## config.mk

```make
export PLATFORM = sky130hd
export DESIGN_NAME = inst_fetch_unit
export DESIGN_NICKNAME = d
export VERILOG_FILES = /design/src/rtl/inst_fetch_unit.sv
export SDC_FILE = /design/constraint.sdc
export NUM_CORES = 1
export LEC_CHECK = 0
export CAP_MARGIN = 10
export CORE_ASPECT_RATIO = 1.25
export CORE_MARGIN = 8
export CORE_UTILIZATION = 48
export DETAILED_ROUTE_END_ITERATION = 8
export GPL_TIMING_DRIVEN = 1
export PLACE_DENSITY = 0.91
export SLEW_MARGIN = 40
export SYNTH_ARGS = -nofsm -noshare
export SYNTH_HDL_FRONTEND = slang
export SYNTH_SLANG_ARGS = --single-unit
```

## constraint.sdc

```tcl
create_clock -name clock -period 4.7 [get_ports clock]
set_clock_uncertainty 0.2 [all_clocks]
set_input_delay 0.47 -clock clock [delete_from_list [all_inputs] [get_ports clock]]
set_output_delay 0.47 -clock clock [all_outputs]
set_load 0.1 [all_outputs]
```

## src/rtl/inst_fetch_unit.sv

```systemverilog
`timescale 1ns/1ps
`default_nettype none
// ============================================================================
//  Module      : inst_fetch_unit
//  Description : Requester side of the instruction-memory interface for the
//                multicycle RV32 core. Holds the PC, drives the ROM byte
//                address, captures the returned word into the instruction
//                register and hands it to the control FSM with a valid/ack
//                handshake. Supports PC redirects, in-flight abort, fault
//                detection (misaligned / out-of-range PC) and a fetch counter.
//
//  Parameters  : RESET_PC    - PC value loaded on reset
//                ROM_LATENCY - cycles from stable rom_addr to valid rom_inst
//                              (0 = combinational ROM, legal range 0..3)
//                ROM_ADDR_W  - byte-address width of the ROM port
//
//  Ports       : clock, reset       - clock, synchronous active-high reset
//                fetch_req          - request the next instruction (IDLE only)
//                inst_ack           - consume the held instruction (HOLD only)
//                pc_load, pc_in     - redirect the PC
//                rom_addr, rom_inst - ROM address out / instruction word in
//                ir, inst_valid     - instruction register and its valid flag
//                pc, pc_plus4       - current PC and PC + 4
//                busy               - fetch in flight
//                fetch_fault        - misaligned or out-of-range PC fetched
//                fetch_count        - instructions acknowledged since reset
//
//  Revision    : 1.0 - initial release
// ============================================================================
module inst_fetch_unit #(
   parameter logic [31:0] RESET_PC    = 32'h0000_0000,
   parameter int          ROM_LATENCY = 0,
   parameter int          ROM_ADDR_W  = 17
) (
   input  logic                  clock,
   input  logic                  reset,
   input  logic                  fetch_req,
   input  logic                  inst_ack,
   input  logic                  pc_load,
   input  logic [31:0]           pc_in,
   output logic [ROM_ADDR_W-1:0] rom_addr,
   input  logic [31:0]           rom_inst,
   output logic [31:0]           ir,
   output logic                  inst_valid,
   output logic [31:0]           pc,
   output logic [31:0]           pc_plus4,
   output logic                  busy,
   output logic                  fetch_fault,
   output logic [31:0]           fetch_count
);

   localparam logic [31:0] c_NOP = 32'h0000_0013;

   // WAIT lasts exactly ROM_LATENCY cycles: the counter is loaded with
   // ROM_LATENCY-1 and the word is captured in the cycle it reads zero.
   localparam logic [1:0] c_WAIT_INIT = (ROM_LATENCY > 0) ? 2'(ROM_LATENCY - 1) : 2'd0;

   typedef enum logic [2:0] {
      S_IDLE  = 3'd0,
      S_REQ   = 3'd1,
      S_WAIT  = 3'd2,
      S_HOLD  = 3'd3,
      S_FAULT = 3'd4
   } state_t;

   state_t      r_state;
   logic [31:0] r_pc;
   logic [31:0] r_ir;
   logic        r_valid;
   logic        r_busy;
   logic        r_fault;
   logic [31:0] r_count;
   logic [1:0]  r_wait;

   logic [31:0] w_pc_plus4;
   logic        w_misaligned;
   logic        w_out_of_range;
   logic        w_fault;

   assign w_pc_plus4   = r_pc + 32'd4;
   assign w_misaligned = |r_pc[1:0];

   // Any PC bit above the ROM window makes the address unreachable.
   generate
      if (ROM_ADDR_W < 32) begin : g_range_check
         assign w_out_of_range = |r_pc[31:ROM_ADDR_W];
      end else begin : g_full_range
         assign w_out_of_range = 1'b0;
      end
   endgenerate

   assign w_fault = w_misaligned | w_out_of_range;

   always_ff @(posedge clock) begin
      if (reset) begin
         r_state <= S_IDLE;
         r_pc    <= RESET_PC;
         r_ir    <= c_NOP;
         r_valid <= 1'b0;
         r_busy  <= 1'b0;
         r_fault <= 1'b0;
         r_count <= 32'd0;
         r_wait  <= 2'd0;
      end else begin
         case (r_state)
            S_IDLE: begin
               // A redirect wins over a fetch request in the same cycle.
               if (pc_load) begin
                  r_pc <= pc_in;
               end else if (fetch_req) begin
                  if (w_fault) begin
                     r_state <= S_FAULT;
                     r_fault <= 1'b1;
                  end else begin
                     r_state <= S_REQ;
                     r_busy  <= 1'b1;
                  end
               end
            end

            S_REQ: begin
               if (pc_load) begin
                  // Abort: drop the in-flight fetch, ir keeps its old word.
                  r_pc    <= pc_in;
                  r_state <= S_IDLE;
                  r_busy  <= 1'b0;
               end else if (ROM_LATENCY == 0) begin
                  r_ir    <= rom_inst;
                  r_state <= S_HOLD;
                  r_busy  <= 1'b0;
                  r_valid <= 1'b1;
               end else begin
                  r_wait  <= c_WAIT_INIT;
                  r_state <= S_WAIT;
               end
            end

            S_WAIT: begin
               if (pc_load) begin
                  r_pc    <= pc_in;
                  r_state <= S_IDLE;
                  r_busy  <= 1'b0;
               end else if (r_wait == 2'd0) begin
                  r_ir    <= rom_inst;
                  r_state <= S_HOLD;
                  r_busy  <= 1'b0;
                  r_valid <= 1'b1;
               end else begin
                  r_wait <= r_wait - 2'd1;
               end
            end

            S_HOLD: begin
               // pc_load without inst_ack is deliberately ignored here.
               if (inst_ack) begin
                  r_pc    <= pc_load ? pc_in : w_pc_plus4;
                  r_count <= r_count + 32'd1;
                  r_valid <= 1'b0;
                  r_state <= S_IDLE;
               end
            end

            S_FAULT: begin
               if (pc_load) begin
                  r_pc    <= pc_in;
                  r_fault <= 1'b0;
                  r_state <= S_IDLE;
               end
            end

            default: begin
               r_state <= S_IDLE;
               r_valid <= 1'b0;
               r_busy  <= 1'b0;
               r_fault <= 1'b0;
            end
         endcase
      end
   end

   assign rom_addr    = r_pc[ROM_ADDR_W-1:0];
   assign ir          = r_ir;
   assign inst_valid  = r_valid;
   assign pc          = r_pc;
   assign pc_plus4    = w_pc_plus4;
   assign busy        = r_busy;
   assign fetch_fault = r_fault;
   assign fetch_count = r_count;

endmodule
`default_nettype wire

```

==> out/summary.json <==
{
  "run_status": {
    "status": "finished clean"
  },
  "floorplan": {
    "std_cell_rows": 44,
    "die_span_in_y_um": 137,
    "core_area_um2": 11500,
    "start_util_pct": 48.5,
    "boundaryPins": 217,
    "dieWidth_um": 112,
    "floorplan.die_area_um2": 15400
  },
  "setup_path": {
    "worstSetupEndpointType": "primary output",
    "worst_ep_required_time_ps": 4030,
    "cpLargestDelayFamily": "simple AND/OR/NAND/NOR gates",
    "timing_worst_setup_path_type": "flop to primary output",
    "critical_path.n_buffers_inverters": 1,
    "timing.critical_path.from_type": "flop",
    "worst_path_max_delay_cell": "nor4_4",
    "critPathMaxStageDelay_ps": 570,
    "crit_path_max_fanout": 8,
    "worstPathCellList": "ha_1, nand3_2, nor4_4, nand2_1, nor2_1, xor2_1, buf_4",
    "crit_arrival_ps": 2830
  },
  "drt": {
    "number_of_nets_still_failing_antenna_checks_after_routing": 0,
    "via_count": 5786,
    "drt-total-wl_um": 17600,
    "first_iter_violations": 398,
    "drt_via_density": 5.68,
    "detail_route.drc_violations": 0,
    "routedWlPerCell_um": 17.3,
    "detailedRoute.firstPassIterationCount": 6
  },
  "synth": {
    "syn_nets": 781,
    "synth.ff_latch_count": 104,
    "synth-warning-count": 0,
    "synth_area_per_cell_um2": 7.87,
    "synth_sequential_area_ratio_pct": 37.3,
    "synth_ff_type": "dfxtp_1",
    "asyncSetResetFlopFracSynth_pct": 0,
    "number_of_instances_in_the_synthesized_netlist": 709,
    "count_of_flip_flops_with_a_built_in_enable_after_synthesis": 0,
    "yosys_cell_types": 64,
    "post_synth_design_cell_area_um2": 5580
  },
  "worst_hold_path": {
    "holdCritPathClass": "flop to flop"
  },
  "grt": {
    "grt_pass1_vias": 5340,
    "grt_antenna_before_repair": 0,
    "grt_overflow_total": 0,
    "grt_first_pass_wirelength_um": 27100,
    "maximum_number_of_pins_on_one_net_before_global_route_repair": 61,
    "grt_use_total_pct": 21.8
  },
  "clock_network": {
    "h_tree_levels": 3,
    "cts.sink_count": 104,
    "clockBufferDepth": 2,
    "cts_setup_buffers": 0,
    "clock_tree.root_cell": "clkbuf_16",
    "cts_tree": "done",
    "cts.repair.resized": 0,
    "clock_latency_on_the_worst_skew_pair_ps": 340,
    "cts.reportedPaths.clkPinSlew_ps": 70,
    "holdBufCountCts": 0,
    "cts_buffers": 9
  },
  "layout": {
    "antenna_cells": 0,
    "final_common_cell": "buf_2",
    "post_route_cells_drive_above_1_share_pct": 21.1,
    "layout.cells.most_common_list": "137 x buf_2, 105 x nand2_1, 104 x dfxtp_1",
    "num-nets-final": 948,
    "areaGrowthSynthToFinish_pct": 28.6
  },
  "sta": {
    "worst_slew_margin_relative_to_its_limit_pct": 49.6,
    "finalHoldViolCount": 0,
    "timing.final.max_slew_violations": 0,
    "grt_setup_unrepaired": "false",
    "layout_min_cycle_time_ps": 3500,
    "fmaxAchievable_ghz": 0.285,
    "tightest_slew_ps": 756,
    "fin_crit_sh_pct": 74.5,
    "setup-tns-final_ps": 0,
    "finalSetupViolations": 0
  },
  "pwr": {
    "static_leak_nw": 2.95,
    "vdd.ir_drop.worst_mv": 0.179,
    "powerDensity_nw_per_um2": 314,
    "totalPowerFinal_mw": 2.25
  },
  "run": {
    "maxCapViolCount": 0
  },
  "placed_design": {
    "routabilityCongestion": 0.889,
    "number_of_input_and_output_port_buffers_inserted": 216,
    "dpl.hpwl_um": 12800
  }
}
==> Yosys cell counts, drive strengths merged (17+ instances only) <==
cell type | n | share of area [%]
a21oi | 47 | 4.3
a31oi | 17 | 1.9
buf | 35 | 4.6
clkbuf | 31 | 2.3
dfxtp | 104 | 37
nand2 | 106 | 7.1
nand3 | 41 | 4.0
nand4 | 19 | 2.1
nor2 | 66 | 4.5
nor3 | 17 | 1.5
nor4 | 21 | 2.6
o21ai | 23 | 2.1
xnor2 | 41 | 6.4
==> power by group <==
| part | total [mW] | switching, mW | internal [mW] |
|---|---|---|---|
| clock network | 0.737 | 0.352 | 0.385 |
| logic | 0.569 | 0.442 | 0.126 |
| registers | 0.946 | 0.0433 | 0.903 |
==> registers in the layout (all words and copies together) (netlist names) <==
register / cells
r_wait: 2
r_state: 3
fetch_count: 32
pc: 32
busy: 1
inst_valid: 1
ir: 32
fetch_fault: 1
==> metal layers <==
metal | part of all wire (%) | routed length (µm) | track usage (%)
met5 | 0 | 0 | 0
met4 | 2.1 | 371 | 8.94
met3 | 6.8 | 1200 | 4.50
met2 | 51 | 8930 | 39.0
met1 | 40 | 7090 | 24.8
==> worst paths after layout <==
kind	slack [ps]	cells after the start	to	startpoint
hold / removal	250	2	ir[27]	ir[27]
setup reg to reg	1860	4	fetch_count[23]	r_state[0]
setup / recovery	1200	7	pc_plus4[30]	pc[2]
hold reg to reg	250	2	ir[27]	ir[27]
==> worst reg2reg max path, cell delays in order (launching register included) <==
cell and delay, ps:
dfxtp_1 610, and4b_1 520, nand4_1 650, or4_1 640, a21oi_1 150
==> logic make-up (layout without fill, tap and decap cells) <==
logic type | count (synthesis) | in the layout | synth area share [%]
buffers and inverters | 80 | 252 | 7.94
DFF | 104 | 104 | 37.3
xor gates and xnor gates | 57 | 57 | 8.95
muxes | 5 | 5 | 0.964
AOI/OAI and AO/OA | 135 | 135 | 15.2
and+or+nand+nor | 324 | 324 | 28.8
adders and majority gates | 4 | 4 | 0.852
==> area by class of cell <==
| type | count | area, µm² |
|---|---|---|
| clock inverter | 5 | 47.5 |
| sequential | 104 | 2080 |
| clock buffer | 11 | 243 |
| fill | 1038 | 4330 |
| tap | 138 | 173 |
| inverter | 13 | 48.8 |
| timing repair buffer | 223 | 1500 |
| multi-input combinational | 525 | 3080 |
==> through the flow <==
step                      util, %  hold WS, ps  instance area [µm²]  setup WS [ps]  instances
after floorplan                 -          278                 5580            226        709
after global placement       65.7          241                 7550           1250       1002
after detailed placement     59.7          243                 6870           1500       1002
after CTS                    62.2          254                 7160           1230       1018
after global routing         62.4          275                 7180           1030       1019
final                        62.4          251                 7180           1200       1019
No activity file was read; power rests on OpenSTA's default activity.
